**src/rtl/reset_seq_pkg.sv**
```systemverilog
// Shared types and constants for the reset sequencer.
// Holds the sequencer state enum, reset-cause encodings, the warm-count
// width and the helper that sizes the shared cycle counter.
package reset_seq_pkg;

  localparam int unsigned CAUSE_W = 2;
  localparam int unsigned WARM_W  = 8;

  typedef enum logic [2:0] {
    ASSERT,
    WAIT_LOCK,
    HOLD,
    REL_BUS,
    REL_CPU,
    RUN
  } seq_state_e;

  localparam logic [CAUSE_W-1:0] CAUSE_POR  = 2'd0;
  localparam logic [CAUSE_W-1:0] CAUSE_LOCK = 2'd1;
  localparam logic [CAUSE_W-1:0] CAUSE_SW   = 2'd2;

  // Counter width: big enough to reach the largest terminal count without wrap.
  function automatic int unsigned cnt_width(input int unsigned lock_filter,
                                            input int unsigned hold_cycles,
                                            input int unsigned stage_gap);
    int unsigned m;
    m = (hold_cycles > stage_gap) ? hold_cycles : stage_gap;
    if (lock_filter > m) m = lock_filter;
    return (m < 2) ? 1 : $clog2(m);
  endfunction

endpackage

```
**src/rtl/reset_sequencer_if.sv**
```systemverilog
// Control/status bundle of the reset sequencer.
// Inputs to the sequencer: locked (async lock), sw_rst_req (warm request).
// Outputs: bus/cpu/periph active-low domain resets, seq_busy, rst_cause,
// warm_count. slave = the sequencer, master = whoever drives lock/requests.
interface reset_sequencer_if;
  import reset_seq_pkg::*;

  logic                 locked;
  logic                 sw_rst_req;
  logic                 bus_reset;
  logic                 cpu_reset;
  logic                 periph_reset;
  logic                 seq_busy;
  logic [CAUSE_W-1:0]   rst_cause;
  logic [WARM_W-1:0]    warm_count;

  modport master (
    output locked, sw_rst_req,
    input  bus_reset, cpu_reset, periph_reset, seq_busy, rst_cause, warm_count
  );

  modport slave (
    input  locked, sw_rst_req,
    output bus_reset, cpu_reset, periph_reset, seq_busy, rst_cause, warm_count
  );
endinterface

```
**src/rtl/reset_sequencer_sync_ff.sv**
```systemverilog
// sync_ff: STAGES-deep flop chain with asynchronous active-low clear.
// Ports: clk, rst_n (async clear), d (async input), q (synchronized output).
module sync_ff #(
  parameter int unsigned STAGES = 2
) (
  input  logic clk,
  input  logic rst_n,
  input  logic d,
  output logic q
);

  logic [STAGES-1:0] chain;

  always_ff @(posedge clk or negedge rst_n) begin
    if (!rst_n) chain <= '0;
    else        chain <= {chain[STAGES-2:0], d};
  end

  assign q = chain[STAGES-1];

endmodule

```
**src/rtl/reset_sequencer.sv**
```systemverilog
// reset_sequencer: staged release of bus, CPU and peripheral reset domains,
// gated on a filtered clock lock, with warm reset on lock loss or SW request.
// Ports: clk, reset (async active-low chip reset), rs (slave modport:
// locked, sw_rst_req in; domain resets, seq_busy, rst_cause, warm_count out).
module reset_sequencer
  import reset_seq_pkg::*;
#(
  parameter int unsigned SYNC_STAGES = 2,
  parameter int unsigned LOCK_FILTER = 8,
  parameter int unsigned HOLD_CYCLES = 16,
  parameter int unsigned STAGE_GAP   = 4
) (
  input  logic               clk,
  input  logic               reset,
  reset_sequencer_if.slave   rs
);

  localparam int unsigned CW = cnt_width(LOCK_FILTER, HOLD_CYCLES, STAGE_GAP);

  logic rst_sync;
  logic lock_sync;

  // Reset release is synchronized; assertion stays asynchronous.
  sync_ff #(.STAGES(SYNC_STAGES)) u_rst_sync (
    .clk   (clk),
    .rst_n (reset),
    .d     (1'b1),
    .q     (rst_sync)
  );

  sync_ff #(.STAGES(SYNC_STAGES)) u_lock_sync (
    .clk   (clk),
    .rst_n (reset),
    .d     (rs.locked),
    .q     (lock_sync)
  );

  seq_state_e          state_q, state_d;
  logic [CW-1:0]       cnt_q, cnt_d;      // lock filter / hold / stage gap, one state at a time
  logic                bus_q, bus_d;
  logic                cpu_q, cpu_d;
  logic                periph_q, periph_d;
  logic                busy_q, busy_d;
  logic [CAUSE_W-1:0]  cause_q, cause_d;
  logic [WARM_W-1:0]   warm_q, warm_d;

  // State and output registers.
  always_ff @(posedge clk or negedge reset) begin
    if (!reset) begin
      state_q  <= ASSERT;
      cnt_q    <= '0;
      bus_q    <= 1'b0;
      cpu_q    <= 1'b0;
      periph_q <= 1'b0;
      busy_q   <= 1'b1;
      cause_q  <= CAUSE_POR;
      warm_q   <= '0;
    end else begin
      state_q  <= state_d;
      cnt_q    <= cnt_d;
      bus_q    <= bus_d;
      cpu_q    <= cpu_d;
      periph_q <= periph_d;
      busy_q   <= busy_d;
      cause_q  <= cause_d;
      warm_q   <= warm_d;
    end
  end

  // Next-state and next-output logic.
  always_comb begin
    logic               warm_req;
    logic [CAUSE_W-1:0] warm_cause;

    state_d    = state_q;
    cnt_d      = cnt_q;
    bus_d      = bus_q;
    cpu_d      = cpu_q;
    periph_d   = periph_q;
    busy_d     = busy_q;
    cause_d    = cause_q;
    warm_d     = warm_q;
    warm_req   = 1'b0;
    warm_cause = CAUSE_LOCK;

    if (rst_sync) begin
      unique case (state_q)
        ASSERT: begin
          state_d = WAIT_LOCK;
          cnt_d   = '0;
        end
        WAIT_LOCK: begin
          if (!lock_sync) begin
            cnt_d = '0;
          end else if (cnt_q == CW'(LOCK_FILTER - 1)) begin
            state_d = HOLD;
            cnt_d   = '0;
          end else begin
            cnt_d = cnt_q + 1'b1;
          end
        end
        HOLD: begin
          if (!lock_sync) begin
            state_d = WAIT_LOCK;
            cnt_d   = '0;
          end else if (cnt_q == CW'(HOLD_CYCLES - 1)) begin
            state_d = REL_BUS;
            cnt_d   = '0;
            bus_d   = 1'b1;
          end else begin
            cnt_d = cnt_q + 1'b1;
          end
        end
        REL_BUS: begin
          if (!lock_sync) begin
            warm_req = 1'b1;
          end else if (cnt_q == CW'(STAGE_GAP - 1)) begin
            state_d = REL_CPU;
            cnt_d   = '0;
            cpu_d   = 1'b1;
          end else begin
            cnt_d = cnt_q + 1'b1;
          end
        end
        REL_CPU: begin
          if (!lock_sync) begin
            warm_req = 1'b1;
          end else if (cnt_q == CW'(STAGE_GAP - 1)) begin
            state_d  = RUN;
            cnt_d    = '0;
            periph_d = 1'b1;
            busy_d   = 1'b0;
          end else begin
            cnt_d = cnt_q + 1'b1;
          end
        end
        RUN: begin
          // Lock loss wins over a simultaneous software request.
          if (!lock_sync) begin
            warm_req = 1'b1;
          end else if (rs.sw_rst_req) begin
            warm_req   = 1'b1;
            warm_cause = CAUSE_SW;
          end
        end
        default: begin
          state_d = ASSERT;
          cnt_d   = '0;
        end
      endcase
    end

    // Warm reset: all domains assert together on the same edge.
    if (warm_req) begin
      state_d  = ASSERT;
      cnt_d    = '0;
      bus_d    = 1'b0;
      cpu_d    = 1'b0;
      periph_d = 1'b0;
      busy_d   = 1'b1;
      cause_d  = warm_cause;
      warm_d   = (warm_q == '1) ? warm_q : warm_q + 1'b1;
    end
  end

  assign rs.bus_reset    = bus_q;
  assign rs.cpu_reset    = cpu_q;
  assign rs.periph_reset = periph_q;
  assign rs.seq_busy     = busy_q;
  assign rs.rst_cause    = cause_q;
  assign rs.warm_count   = warm_q;

endmodule

```
**src/flat_wrapper.sv**
```systemverilog
// flat-port wrapper written by rule: the top's interface ports become plain ports
module reset_sequencer_flat import reset_seq_pkg::*;
#(
  parameter int unsigned SYNC_STAGES = 2,
  parameter int unsigned LOCK_FILTER = 8,
  parameter int unsigned HOLD_CYCLES = 16,
  parameter int unsigned STAGE_GAP   = 4
)
  (clk, reset, rs_locked, rs_sw_rst_req, rs_bus_reset, rs_cpu_reset, rs_periph_reset, rs_seq_busy, rs_rst_cause, rs_warm_count);
  reset_sequencer_if rs_i ();
  input  logic clk;
  input  logic reset;
  input wire logic [$bits(rs_i.locked)-1:0] rs_locked;
  input wire logic [$bits(rs_i.sw_rst_req)-1:0] rs_sw_rst_req;
  output wire logic [$bits(rs_i.bus_reset)-1:0] rs_bus_reset;
  output wire logic [$bits(rs_i.cpu_reset)-1:0] rs_cpu_reset;
  output wire logic [$bits(rs_i.periph_reset)-1:0] rs_periph_reset;
  output wire logic [$bits(rs_i.seq_busy)-1:0] rs_seq_busy;
  output wire logic [$bits(rs_i.rst_cause)-1:0] rs_rst_cause;
  output wire logic [$bits(rs_i.warm_count)-1:0] rs_warm_count;
  assign rs_i.locked = rs_locked;
  assign rs_i.sw_rst_req = rs_sw_rst_req;
  assign rs_bus_reset = rs_i.bus_reset;
  assign rs_cpu_reset = rs_i.cpu_reset;
  assign rs_periph_reset = rs_i.periph_reset;
  assign rs_seq_busy = rs_i.seq_busy;
  assign rs_rst_cause = rs_i.rst_cause;
  assign rs_warm_count = rs_i.warm_count;
  reset_sequencer #(.SYNC_STAGES(SYNC_STAGES), .LOCK_FILTER(LOCK_FILTER), .HOLD_CYCLES(HOLD_CYCLES), .STAGE_GAP(STAGE_GAP)) u_core (.clk(clk), .reset(reset), .rs(rs_i));
endmodule
```
**config.mk**
```make
export PLATFORM = sky130hd
export DESIGN_NAME = reset_sequencer_flat
export DESIGN_NICKNAME = d
export VERILOG_FILES = /design/src/rtl/reset_seq_pkg.sv /design/src/rtl/reset_sequencer_if.sv /design/src/rtl/reset_sequencer_sync_ff.sv /design/src/rtl/reset_sequencer.sv /design/src/flat_wrapper.sv
export SDC_FILE = /design/constraint.sdc
export NUM_CORES = 1
export LEC_CHECK = 0
export ABC_CLOCK_PERIOD_IN_PS = 2110
export CAP_MARGIN = 20
export CORE_UTILIZATION = 45
export DETAILED_ROUTE_END_ITERATION = 10
export PLACE_DENSITY = 0.69
export SLEW_MARGIN = 20
export SYNTH_ARGS = -nofsm -noshare
export SYNTH_HDL_FRONTEND = slang
export SYNTH_SLANG_ARGS = --single-unit
```
**constraint.sdc**
```tcl
create_clock -name clk -period 2.11 [get_ports clk]
set_clock_uncertainty 0.05 [all_clocks]
set_input_delay 0.5275 -clock clk [delete_from_list [all_inputs] [get_ports clk]]
set_output_delay 0.5275 -clock clk [all_outputs]
set_load 0.02 [all_outputs]
```
==> impl_metrics.json, run 1 <==
{
  "pwr-share-comb_pct": 42.0,
  "vdd_drop_max_mv": 0.832,
  "firstDrtPassIters": 4,
  "synth_seq_area_share_pct": 47.8,
  "clock-root-buffer": "clkbuf_4",
  "overflow": 0,
  "grt_pass1_wl_mm": 4.73,
  "avgSynthCellArea_um2": 10.3,
  "fp.dieArea_um2": 3140,
  "worstReg2RegStart": "u_core.cnt_q[0]",
  "io_pins": 18,
  "seqPwrFrac_pct": 45.3,
  "r2r_cells": 6,
  "clock_sinks": 25,
  "synth-edff-count": 0,
  "max-cap-violations": 0,
  "setup_tns_ns": 0,
  "hold_depth": 0,
  "rsz0062_at_grt": "no",
  "slew_violations": 0,
  "cts-buffers-inserted": 3,
  "cpPeakStageDelay_ns": 0.60,
  "layout_min_cycle_time_ns": 2.04,
  "cp.required_ns": 1.53,
  "p_int_w": 0.00101,
  "final_common_cell": "dfrtp_1",
  "dpl.cell_count": 182,
  "ant_nets": 0,
  "cts_buffer_depth": 2,
  "worst_path_max_delay_cell": "clkdlybuf4s50_1",
  "num_rows": 19,
  "clkPwrFrac_pct": 12.6,
  "drive_gt1_share_pct": 16.8,
  "timing.fmax_mhz": 490,
  "setup_violations": 0,
  "p_sw_w": 0.000627,
  "syn2layout_area_growth_pct": 22.8,
  "fin_hold_ws_ns": 0.318,
  "hold_buffers": 0,
  "clk_latency_ns": 0.31,
  "hold_start": "u_core.u_lock_sync.chain[0]",
  "synth_cell_types": 43,
  "synthCells": 127,
  "post-route-period-util_pct": 96.7,
  "drt-wirelength-per-cell_um": 15.0,
  "min_to": "u_core.u_lock_sync.chain[1]",
  "end_kind": "output pin",
  "routed_wl_mm": 2.79,
  "worstSetupPathType": "reg -> out",
  "htreeDepth": 1,
  "cts_tree": "built",
  "p_leak_nw": 0.700,
  "layoutNonFillerInstCount": 186,
  "postSynth.asyncResetShare_pct": 100,
  "start_util_pct": 47.6,
  "post_cts_resized": 0,
  "grt_max_degree": 26,
  "first_global_vias": 1079,
  "grt_usage_pct": 19.2,
  "die_height_um": 56.0,
  "final_cell_mix": "dfrtp_1 (24), clkdlybuf4s50_1 (17), nand2_1 (12), buf_4 (11), nor2_1 (9)",
  "p_sw_share_pct": 38.2,
  "viasPerCell": 5.59,
  "drtIter0Drc": 23,
  "status": "finished, final reports clean",
  "ys_warn_count": 0,
  "place_congestion": 0.874,
  "layout.nets": 162,
  "path_max_fanout": 2,
  "post_cts_buffers": 0,
  "ys_seq_elements": 25,
  "mappedNetlistNets": 133,
  "r2r_end": "u_core.state_q[1]",
  "dp_hpwl_mm": 2.01,
  "r2r_slack_ns": 0.20,
  "die_w_um": 56.0,
  "cp-start-kind": "register",
  "hold_viol": 0,
  "power_density_nw_per_um2": 1020,
  "io_buffer_count": 17,
  "syn-cell-area_um2": 1310,
  "antenna_found_initial": 0,
  "antenna_cells": 0,
  "crit_buf_inv": 1,
  "cts.clk_slew.worst_paths_ns": 0.14,
  "cp_top_family": "buffers and inverters",
  "arrival_ns": 1.46,
  "min_path_type": "reg -> reg",
  "ys.flop_type": "dfrtp_1",
  "drcViolationCount": 0,
  "vias": 1039,
  "crit_chain": "clkdlybuf4s50_1",
  "core_area_um2": 2760
}
==> metrics by stage <==
stage          total power, W  cell area (um^2)  setup WS (ns)  utilization, %
2_1_floorplan         0.00115              1310          0.274               -
3_3_place_gp          0.00140              1580        -0.0321            57.3
3_5_place_dp          0.00143              1580        -0.0409            57.3
4_1_cts               0.00165              1610         0.0498            58.3
5_1_grt               0.00175              1610        0.00725            58.4
6_report              0.00164              1610         0.0692            58.4
==> power groups by stage <==
stage	Sequential [W]	Combinational [W]	Clock [W]
global route	0.000762	0.000746	0.000239
finish	0.000743	0.000689	0.000207
floorplan	0.000791	0.000361	0
CTS	0.000741	0.000687	0.000219
detailed placement	0.000753	0.000681	0
global placement	0.000742	0.000663	0
==> worst max path at each step <==
stage | cells past startpoint | startpoint | slack, ns | to
2_1_floorplan | 6 | u_core.cnt_q[0] | 0.27 | u_core.state_q[1]
3_3_place_gp | 5 | rs_sw_rst_req | -0.03 | u_core.rs.warm_count[1]
3_5_place_dp | 5 | rs_sw_rst_req | -0.04 | u_core.rs.warm_count[1]
4_1_cts | 1 | u_core.rs.seq_busy | 0.05 | rs_seq_busy
5_1_grt | 1 | u_core.rs.seq_busy | 0.007 | rs_seq_busy
6_report | 1 | u_core.rs.seq_busy | 0.07 | rs_seq_busy
==> cell type report <==
class | instances | area [um^2]
Inverter | 5 | 18.8
Clock inverter | 1 | 5.00
Clock buffer | 3 | 22.5
Sequential cell | 25 | 627
Timing Repair Buffer | 28 | 253
Multi-Input combinational cell | 93 | 647
Tap cell | 31 | 38.8
Fill cell | 244 | 1150
==> worst register-to-register path: cells and delay by family, from the launching register on <==
family,cells,cell delay (ns)
compound gates,2,0.51
fa+ha+maj,1,0.18
flops,1,0.41
mux,1,0.31
simple gates,2,0.35
==> registers in the layout, summed over array words and instances, names as in the netlist <==
| signal | count |
|---|---|
| u_core.state_q | 3 |
| u_core.rs.periph_reset | 1 |
| u_core.rs.warm_count | 8 |
| u_core.rs.cpu_reset | 1 |
| u_core.u_rst_sync.chain | 2 |
| u_core.rs.bus_reset | 1 |
| u_core.rs.seq_busy | 1 |
| u_core.cnt_q | 4 |
| u_core.u_lock_sync.chain | 2 |
| u_core.rs.rst_cause | 2 |
==> cell usage after synthesis (2+ instances only) <==
cell | instances | area, um^2
dfrtp_1 | 24 | 601
nand2_1 | 12 | 45.0
nor2_1 | 9 | 33.8
xnor2_1 | 6 | 52.6
nand3_1 | 5 | 25.0
and3_1 | 4 | 25.0
inv_1 | 4 | 15.0
nand2b_1 | 4 | 25.0
nand4_1 | 4 | 25.0
nor3_1 | 4 | 20.0
a211oi_1 | 3 | 22.5
a21oi_1 | 3 | 15.0
a31oi_1 | 3 | 18.8
o21a_1 | 3 | 22.5
o21ai_0 | 3 | 15.0
buf_2 | 2 | 10.0
buf_4 | 2 | 15.0
ha_1 | 2 | 25.0
nand3b_1 | 2 | 15.0
nor3b_2 | 2 | 25.0
o211ai_1 | 2 | 15.0
o21ai_1 | 2 | 10.0
o22ai_1 | 2 | 12.5
==> kinds of logic (layout without fill, tap and decap cells) <==
kind of cell	Yosys count	count (layout)	synth area share, %
and+or+nand+nor	51	51	22.1
DFF	25	25	47.8
AOI/OAI and AO/OA	30	30	17.9
other	1	1	0.286
xor gates and xnor gates	7	7	4.67
adders and majority gates	2	2	1.91
muxes	2	2	2.00
buffers and inverters	9	37	3.34
==> layer usage <==
| layer | track usage [%] | vias to the layer above | share of wire (%) |
|---|---|---|---|
| met5 | 0 | - | 0 |
| met2 | 31.0 | 29 | 49 |
| met3 | 3.02 | 2 | 4.3 |
| met4 | 9.06 | 0 | 0.57 |
| li1 | - | 518 | - |
| met1 | 25.3 | 490 | 46 |
Note: power is estimated with default switching activity, not from simulation.
==> inputs of run 2 (changes only) <==
- ABC_CLOCK_PERIOD_IN_PS: 2110 -> 2200
- clock period: 2.11 -> 2.2 ns (I/O delays scaled with it)
==> run 2 against run 1 <==
Hold slack worse by 0.0036 ns. Routed wire length is 7.3% lower. Critical path type unchanged. Clock power fell by 3%. Critical endpoint unchanged. Critical path depth did not move. Non-clock buffer count shrank 3. Sequential cell count did not move. Cell area decreased by 1.6%.
==> impl_metrics.json, run 2 (synthesis gave the netlist of run 1 again) <==
{
  "m1WireLength_mm": 1.23,
  "final_common_cell": "dfrtp_1",
  "setup_violations": 0,
  "first_global_vias": 1048,
  "timing.fmax_mhz": 486,
  "worstReg2RegStart": "u_core.cnt_q[0]",
  "largest_reg_flops": 8,
  "io_pins": 18,
  "antenna_cells": 0,
  "cp-start-kind": "register",
  "power_density_nw_per_um2": 981,
  "grt_usage_pct": 18.4,
  "core_area_um2": 2760,
  "htreeDepth": 1,
  "dpl_cell_area_um2": 1560,
  "power_w": 0.00156,
  "viasPerCell": 5.60,
  "highest_layer": "met4",
  "p_leak_nw": 0.680,
  "clock_sinks": 25,
  "crit_chain": "clkdlybuf4s50_1",
  "post-route-period-util_pct": 93.6,
  "met2WireLength_mm": 1.25,
  "post-route-util_pct": 57.5,
  "cp.required_ns": 1.60,
  "hold_start": "u_core.u_lock_sync.chain[0]",
  "layout.nets": 159,
  "firstDrtPassIters": 4,
  "hold_buffers": 0,
  "final_cell_mix": "dfrtp_1 (24), clkdlybuf4s50_1 (17), nand2_1 (12), nor2_1 (9), buf_4 (8)",
  "cts-buffers-inserted": 3,
  "worstSetupPathType": "reg -> out",
  "cts_tree": "built",
  "end_kind": "output pin",
  "vdd_drop_max_mv": 0.686,
  "cts.clk_slew.worst_paths_ns": 0.14,
  "cp_top_family": "buffers and inverters",
  "antenna_found_initial": 0,
  "path_max_fanout": 2,
  "setup_tns_ns": 0,
  "layoutNonFillerInstCount": 183,
  "post_cts_buffers": 0,
  "grt_max_degree": 26,
  "die_height_um": 56.0,
  "layout_min_cycle_time_ns": 2.06,
  "cts_buffer_depth": 2,
  "dpl.cell_count": 179,
  "grt_pass1_wl_mm": 4.66,
  "clock-root-buffer": "clkbuf_4",
  "arrival_ns": 1.46,
  "dr_wl_met3_um": 77,
  "ant_nets": 0,
  "fp.dieArea_um2": 3140,
  "die_w_um": 56.0,
  "place_congestion": 0.816,
  "dp_hpwl_mm": 1.93,
  "clk_latency_ns": 0.31,
  "final_area_um2": 1590,
  "drive_gt1_share_pct": 14.5,
  "crit_buf_inv": 1,
  "io_buffer_count": 17,
  "status": "finished, final reports clean",
  "post_cts_resized": 0,
  "rsz0062_at_grt": "no",
  "syn2layout_area_growth_pct": 20.9,
  "drtIter0Drc": 18,
  "worstSetupStartpoint": "u_core.rs.seq_busy",
  "slew_violations": 0,
  "overflow": 0,
  "vias": 1024,
  "hold_viol": 0,
  "start_util_pct": 47.6,
  "routed_wl_mm": 2.59,
  "min_path_type": "reg -> reg",
  "drt-wirelength-per-cell_um": 14.2,
  "cpPeakStageDelay_ns": 0.60,
  "max-cap-violations": 0,
  "worst_path_max_delay_cell": "clkdlybuf4s50_1",
  "num_rows": 19,
  "drcViolationCount": 0
}
[run 2: cell types whose count changed in the layout (fill, tap and decap cells not counted)]
cell	delta
clkinv_2	-1
a211oi_2	-1
clkinvlp_4	+1
buf_4	-3
a211oi_1	+1
[run 2: where the power goes]
group | leakage, nW | switching (W) | total, W | internal [W]
registers | 0.321 | 0.000142 | 0.000717 | 0.000575
logic | 0.345 | 0.000320 | 0.000638 | 0.000319
clock network | 0.0139 | 0.000132 | 0.000201 | 0.0000691
[run 2: path summary, 6_finish.rpt]
| path | end | slack [ns] | cells past startpoint |
|---|---|---|---|
| setup / recovery | rs_seq_busy | 0.14 | 1 |
| hold / removal | u_core.u_lock_sync.chain[1] | 0.31 | 0 |
| setup reg to reg | u_core.state_q[1] | 0.25 | 6 |
| hold reg to reg | u_core.u_lock_sync.chain[1] | 0.31 | 0 |
| max in group asynchronous | u_core.rs.seq_busy | 1.29 | 2 |
| min in group asynchronous | u_core.state_q[2] | 0.52 | 2 |
[run 2: area by class of cell]
class,count,area [um^2]
repair buffers,25,230
clock buffers,3,22.5
inverters,5,18.8
multi-input cells,93,642
well taps,31,38.8
clock inverters,1,7.51
fillers,230,1170
flip-flops and latches,25,627
[run 2: through the flow]
stage / setup WS (ns) / hold WS, ns
finish: 0.142 / 0.314
global route: 0.0743 / 0.318
CTS: 0.118 / 0.316
detailed placement: 0.00239 / 0.285
global placement: 0.0240 / 0.284
floorplan: 0.364 / 0.204
[run 2: layer usage]
metal	GRT usage (%)	vias up
li1	-	506
met1	25.7	495
met2	30.4	19
met3	2.56	4
met4	4.53	0
met5	0	-
